`src/rtl/decim_sample_framer.sv`:
```
// Decimated sample framer: differences a free-running ones-count every
// DECIM_RATIO clocks and queues the window totals in a FWFT output FIFO.
module decim_sample_framer #(
  parameter int DATA_W      = 16,
  parameter int DECIM_RATIO = 64,
  parameter int FIFO_DEPTH  = 4
) (
  input  logic                        clk,
  input  logic                        decimator_reset,
  input  logic                        enable,
  input  logic [DATA_W-1:0]           count_in,
  output logic [DATA_W-1:0]           out_data,
  output logic                        out_valid,
  input  logic                        out_ready,
  output logic [$clog2(FIFO_DEPTH):0] fifo_level,
  output logic                        overflow,
  input  logic                        clear_overflow
);

  localparam int CNT_W = $clog2(DECIM_RATIO);
  localparam int PTR_W = $clog2(FIFO_DEPTH);

  localparam logic [CNT_W-1:0] LAST = CNT_W'(DECIM_RATIO - 1);
  localparam logic [PTR_W:0]   FULL = (PTR_W + 1)'(FIFO_DEPTH);

  typedef enum logic [1:0] {
    IDLE,
    PRIME,
    RUN
  } state_t;

  state_t            state;
  logic [CNT_W-1:0]  dec_cnt;
  logic [DATA_W-1:0] prev_count;
  logic [DATA_W-1:0] mem [FIFO_DEPTH];
  logic [PTR_W:0]    wr_ptr;
  logic [PTR_W:0]    rd_ptr;

  logic              tick;
  logic              push_req;
  logic              full;
  logic              pop;
  logic              do_push;
  logic              drop;
  logic [DATA_W-1:0] diff;

  // enable low has priority: a window boundary seen while dropping out is void
  assign tick     = enable && (state != IDLE) && (dec_cnt == LAST);
  assign push_req = tick && (state == RUN);
  assign diff     = count_in - prev_count;

  assign fifo_level = wr_ptr - rd_ptr;
  assign out_valid  = (fifo_level != '0);
  assign full       = (fifo_level == FULL);
  assign pop        = out_valid && out_ready;
  assign do_push    = push_req && (!full || pop);
  assign drop       = push_req && full && !pop;
  assign out_data   = mem[rd_ptr[PTR_W-1:0]];

  always_ff @(posedge clk or posedge decimator_reset) begin
    if (decimator_reset) begin
      state      <= IDLE;
      dec_cnt    <= '0;
      prev_count <= '0;
    end else if (!enable) begin
      state   <= IDLE;
      dec_cnt <= '0;
    end else begin
      unique case (state)
        IDLE: begin
          state   <= PRIME;
          dec_cnt <= '0;
        end
        PRIME: begin
          dec_cnt <= tick ? '0 : dec_cnt + CNT_W'(1);
          if (tick) begin
            prev_count <= count_in;
            state      <= RUN;
          end
        end
        RUN: begin
          dec_cnt <= tick ? '0 : dec_cnt + CNT_W'(1);
          if (tick) prev_count <= count_in;
        end
        default: begin
          state   <= IDLE;
          dec_cnt <= '0;
        end
      endcase
    end
  end

  always_ff @(posedge clk or posedge decimator_reset) begin
    if (decimator_reset) begin
      wr_ptr   <= '0;
      rd_ptr   <= '0;
      overflow <= 1'b0;
      for (int i = 0; i < FIFO_DEPTH; i++) mem[i] <= '0;
    end else begin
      if (do_push) begin
        mem[wr_ptr[PTR_W-1:0]] <= diff;
        wr_ptr                 <= wr_ptr + (PTR_W + 1)'(1);
      end
      if (pop) rd_ptr <= rd_ptr + (PTR_W + 1)'(1);
      if (drop)                overflow <= 1'b1;
      else if (clear_overflow) overflow <= 1'b0;
    end
  end

endmodule
```
`config.mk`:
```
export PLATFORM = sky130hd
export DESIGN_NAME = decim_sample_framer
export DESIGN_NICKNAME = d
export VERILOG_FILES = /design/src/rtl/decim_sample_framer.sv
export SDC_FILE = /design/constraint.sdc
export NUM_CORES = 1
export LEC_CHECK = 0
export BUFFER_PORTS_ARGS = -buffer_cell sky130_fd_sc_hd__buf_4
export CAP_MARGIN = 20
export CORE_UTILIZATION = 55
export CTS_CLUSTER_SIZE = 20
export DETAILED_ROUTE_END_ITERATION = 8
export PLACE_DENSITY = 0.82
export SYNTH_ARGS = -nofsm -noshare
export SYNTH_HDL_FRONTEND = slang
export SYNTH_SLANG_ARGS = --single-unit
```
`constraint.sdc`:
```
create_clock -name clk -period 8.3 [get_ports clk]
set_clock_uncertainty 0.05 [all_clocks]
set_input_delay 0.415 -clock clk [delete_from_list [all_inputs] [get_ports clk]]
set_output_delay 0.415 -clock clk [all_outputs]
set_load 0.02 [all_outputs]
```
==> summary.txt <==
Placement
  – Worst slack, placed: 5.03 ns
  – Placer Congestion: 0.864
  – Port Buf Inserts: 41
  – HPWL Detailed: ~6600 um

GRT
  – Largest net degree at the start of global routing: 70
  – First-pass GRT wire length: between 10000 and 15000 um
  – M1 GR Usage: 28.4%
  – Number of global-route vias before repair: approximately 3300
  – M3 GR Usage: 2.82%
  – GR peak layer: met2
  – Initial antenna violation count: 0
  – Gr ovfl total: 0
  – Met2 Use GR: 35.2%
  – Global Route Usage Sum: 21.0%

Synthesis
  – Top-area cell type share of the netlist area: 48.5%
  – Syn_area_per_cell: 10.7 um2
  – Synth Instances: 458
  – Synth area leader: dfrtp_1
  – Post-Syn Nets: 508
  – EDFF count, synth: 0
  – Synth cell types: 44
  – Yosys warning count: 0
  – Most used DFF post-synth: dfrtp_1
  – Post-synth top cells: 95 x dfrtp_1, 83 x nand2_1, 61 x o21ai_0, 31 x inv_1, 27 x ha_1
  – Ys async rst share: 100%
  – Synth area leaders: dfrtp_1 49%, mux4_2 7.4%, ha_1 6.9%
  – Post-Syn Area: a little under 5000 um2
  – Most numerous cell in the Yosys netlist: dfrtp_1
  – Sequential-to-total area share from yosys stat: 48.5%
  – Synthesis-stage register bit count: 95

Finish
  – Fillers: roughly 670
  – Register Area: 2380 um2
  – Area of the multi-input gates: ~2300 um2
  – Nets: 541
  – ANT cells: 0
  – Layout area overhead: 11.1%
  – Share of layout cells above drive strength 1: approximately 20%

Timing
  – Final WS setup: 5.04 ns
  – Period utilisation layout: 39.3%
  – Final setup fails: 0
  – Tightest Pin Transition: about 0.93 ns
  – RSZ-0062 raised after global routing: no
  – Fin crit period: 3.26 ns
  – Relative slew slack: 37.8%
  – Endpoints failing hold: 0
  – Final TNS setup: 0 ns
  – Max Slew Vio Count: 0
  – Fmax: 306 MHz

Clocking
  – CTS-repair resized insts: 0
  – Root buffer cell: clkbuf_8
  – CTS Buf Count: 9
  – Worst skew pair latency: 0.35 ns
  – Number of H-tree levels: 3
  – Post-CTS Setup Inserts: 0
  – CTS tree: yes
  – Clock tree buffer depth: 2
  – Reg clk slew, reported paths: 0.10 ns
  – CTS Hold Bufs: 0
  – CTS sink cnt: 95

Run
  – Max Cap Viol: 0

Routing
  – Via density: roughly 5.5
  – Final WL: ~9000 um
  – Via Count: between 3000 and 4000
  – DR pass1 iterations: 4
  – Post-detailed-route wirelength per cell: 14.8 um
  – DRC: 0
  – Number of routed nets with antenna violations: 0
  – DRT iter0 DRCs: 118

Setup path
  – WP data required: between 8 and 9 ns
  – Crit path buf inv count: 0
  – Worst-path cell chain: fa_1, xnor3_1, nor3_2, nor3b_4, nand2_1, mux2_1
  – CP peak stage delay: 0.72 ns
  – CP top delay family: simple AND/OR/NAND/NOR gates
  – RR Endpoint: mem[30]
  – Crit path max fanout: 31
  – Crit-path slowest cell: dfrtp_1
  – Worst EP arrival: around 3.4 ns
  – R2R Setup Slk: 5.04 ns
  – Setup CP Type: reg2reg
  – Worst reg2reg path depth: 6
  – Critical Path Sink Type: flip-flop
  – CP Launch Type: flip-flop
  – Reg-to-reg critical path startpoint: rd_ptr[1]

Floorplan
  – Width of the die: 96.4 um
  – Initial Utilization: 56.4%
  – # IOs: 42
  – Core Region: 8680 um2
  – DIE AREA: between 9000 and 10000 um2
  – Die height: between 90 and 100 um
  – # rows: 34

Pwr
  – Peak supply drop: approximately 0.000085 V
  – LEAKAGE: 2.54 nW
  – PwrDens: 188 nW/um2

Hold path
  – Hold Crit Class: in2async

Outcome
  – Status: finished, final reports clean
-- area by class of cell --
| type | count | share of cell area (%) |
|---|---|---|
| sequential | 95 | 43.7 |
| multi-input combinational | 311 | 42.3 |
| timing repair buffer | 43 | 5.93 |
| tap | 108 | 2.48 |
| clock buffer | 9 | 2.28 |
| inverter | 31 | 2.16 |
| clock inverter | 7 | 1.17 |
-- metal layers --
layer  up-vias  routed length (um)
li1       1641                   -
met1      1650                4220
met2        56                4410
met3         4                 232
met4         0                  62
met5         -                   0
-- power by group --
group	total [mW]	switching (mW)	internal, mW
sequential	0.506	0.0293	0.477
clock	0.288	0.173	0.115
combinational	0.228	0.122	0.106
-- cells by family after synthesis --
group                    count (synthesis)  share of synthesized area [%]
AO/OA/AOI/OAI                          103                           12.2
XOR/XNOR                                24                           4.57
adder cells (fa/ha/maj)                 29                           7.71
buffers and inverters                   52                           4.44
flip-flops                              95                           48.5
multiplexers                            37                           12.1
AND/OR/NAND/NOR                        118                           10.4
-- flip-flops by register name, summed over array words and instances (netlist names) --
name / count
dec_cnt: 6
mem: 64
prev_count: 16
wr_ptr: 3
rd_ptr: 3
overflow: 1
state: 2
-- how the worst max path moves through the flow --
stage | from | end | slack (ns) | cells past startpoint
floorplan | decimator_reset | dec_cnt[0] | 5.36 | 1
global placement | rd_ptr[1] | mem[14] | 5.16 | 6
detailed placement | rd_ptr[1] | mem[14] | 5.03 | 6
CTS | rd_ptr[1] | mem[14] | 5.00 | 6
global route | rd_ptr[1] | mem[14] | 4.77 | 6
finish | rd_ptr[1] | mem[30] | 5.04 | 6
-- stage by stage --
step	cell area [um2]	std cells	utilization [%]	total power, mW	hold WS, ns
6_report	5440	604	62.7	1.02	0.0164
5_1_grt	5440	604	62.7	1.08	0.0328
4_1_cts	5440	604	62.7	1.03	0.0243
3_5_place_dp	5260	588	60.6	0.747	0.412
3_3_place_gp	5260	588	60.6	0.734	0.397
2_1_floorplan	4900	458	-	0.680	0.383
-- worst register-to-register path, delay by kind of cell (launching register included) --
kind	cells	cell delay, ns
xor+xnor	1	0.27
fa+ha+maj	1	0.56
flops	1	0.72
mux	1	0.53
simple gates	3	1.00
-- layout by cell type, fill, tap and decap left out, drive strengths merged, types with 4 or more instances in the layout --
master / n
a21oi: 12
buf: 43
clkbuf: 9
dfrtp: 95
ha: 27
inv: 33
mux2: 19
mux4: 16
nand2: 83
nand3: 5
nor2: 12
nor2b: 4
o21ai: 70
xnor2: 15
xor2: 8
Note: power is estimated with default switching activity, not from simulation.
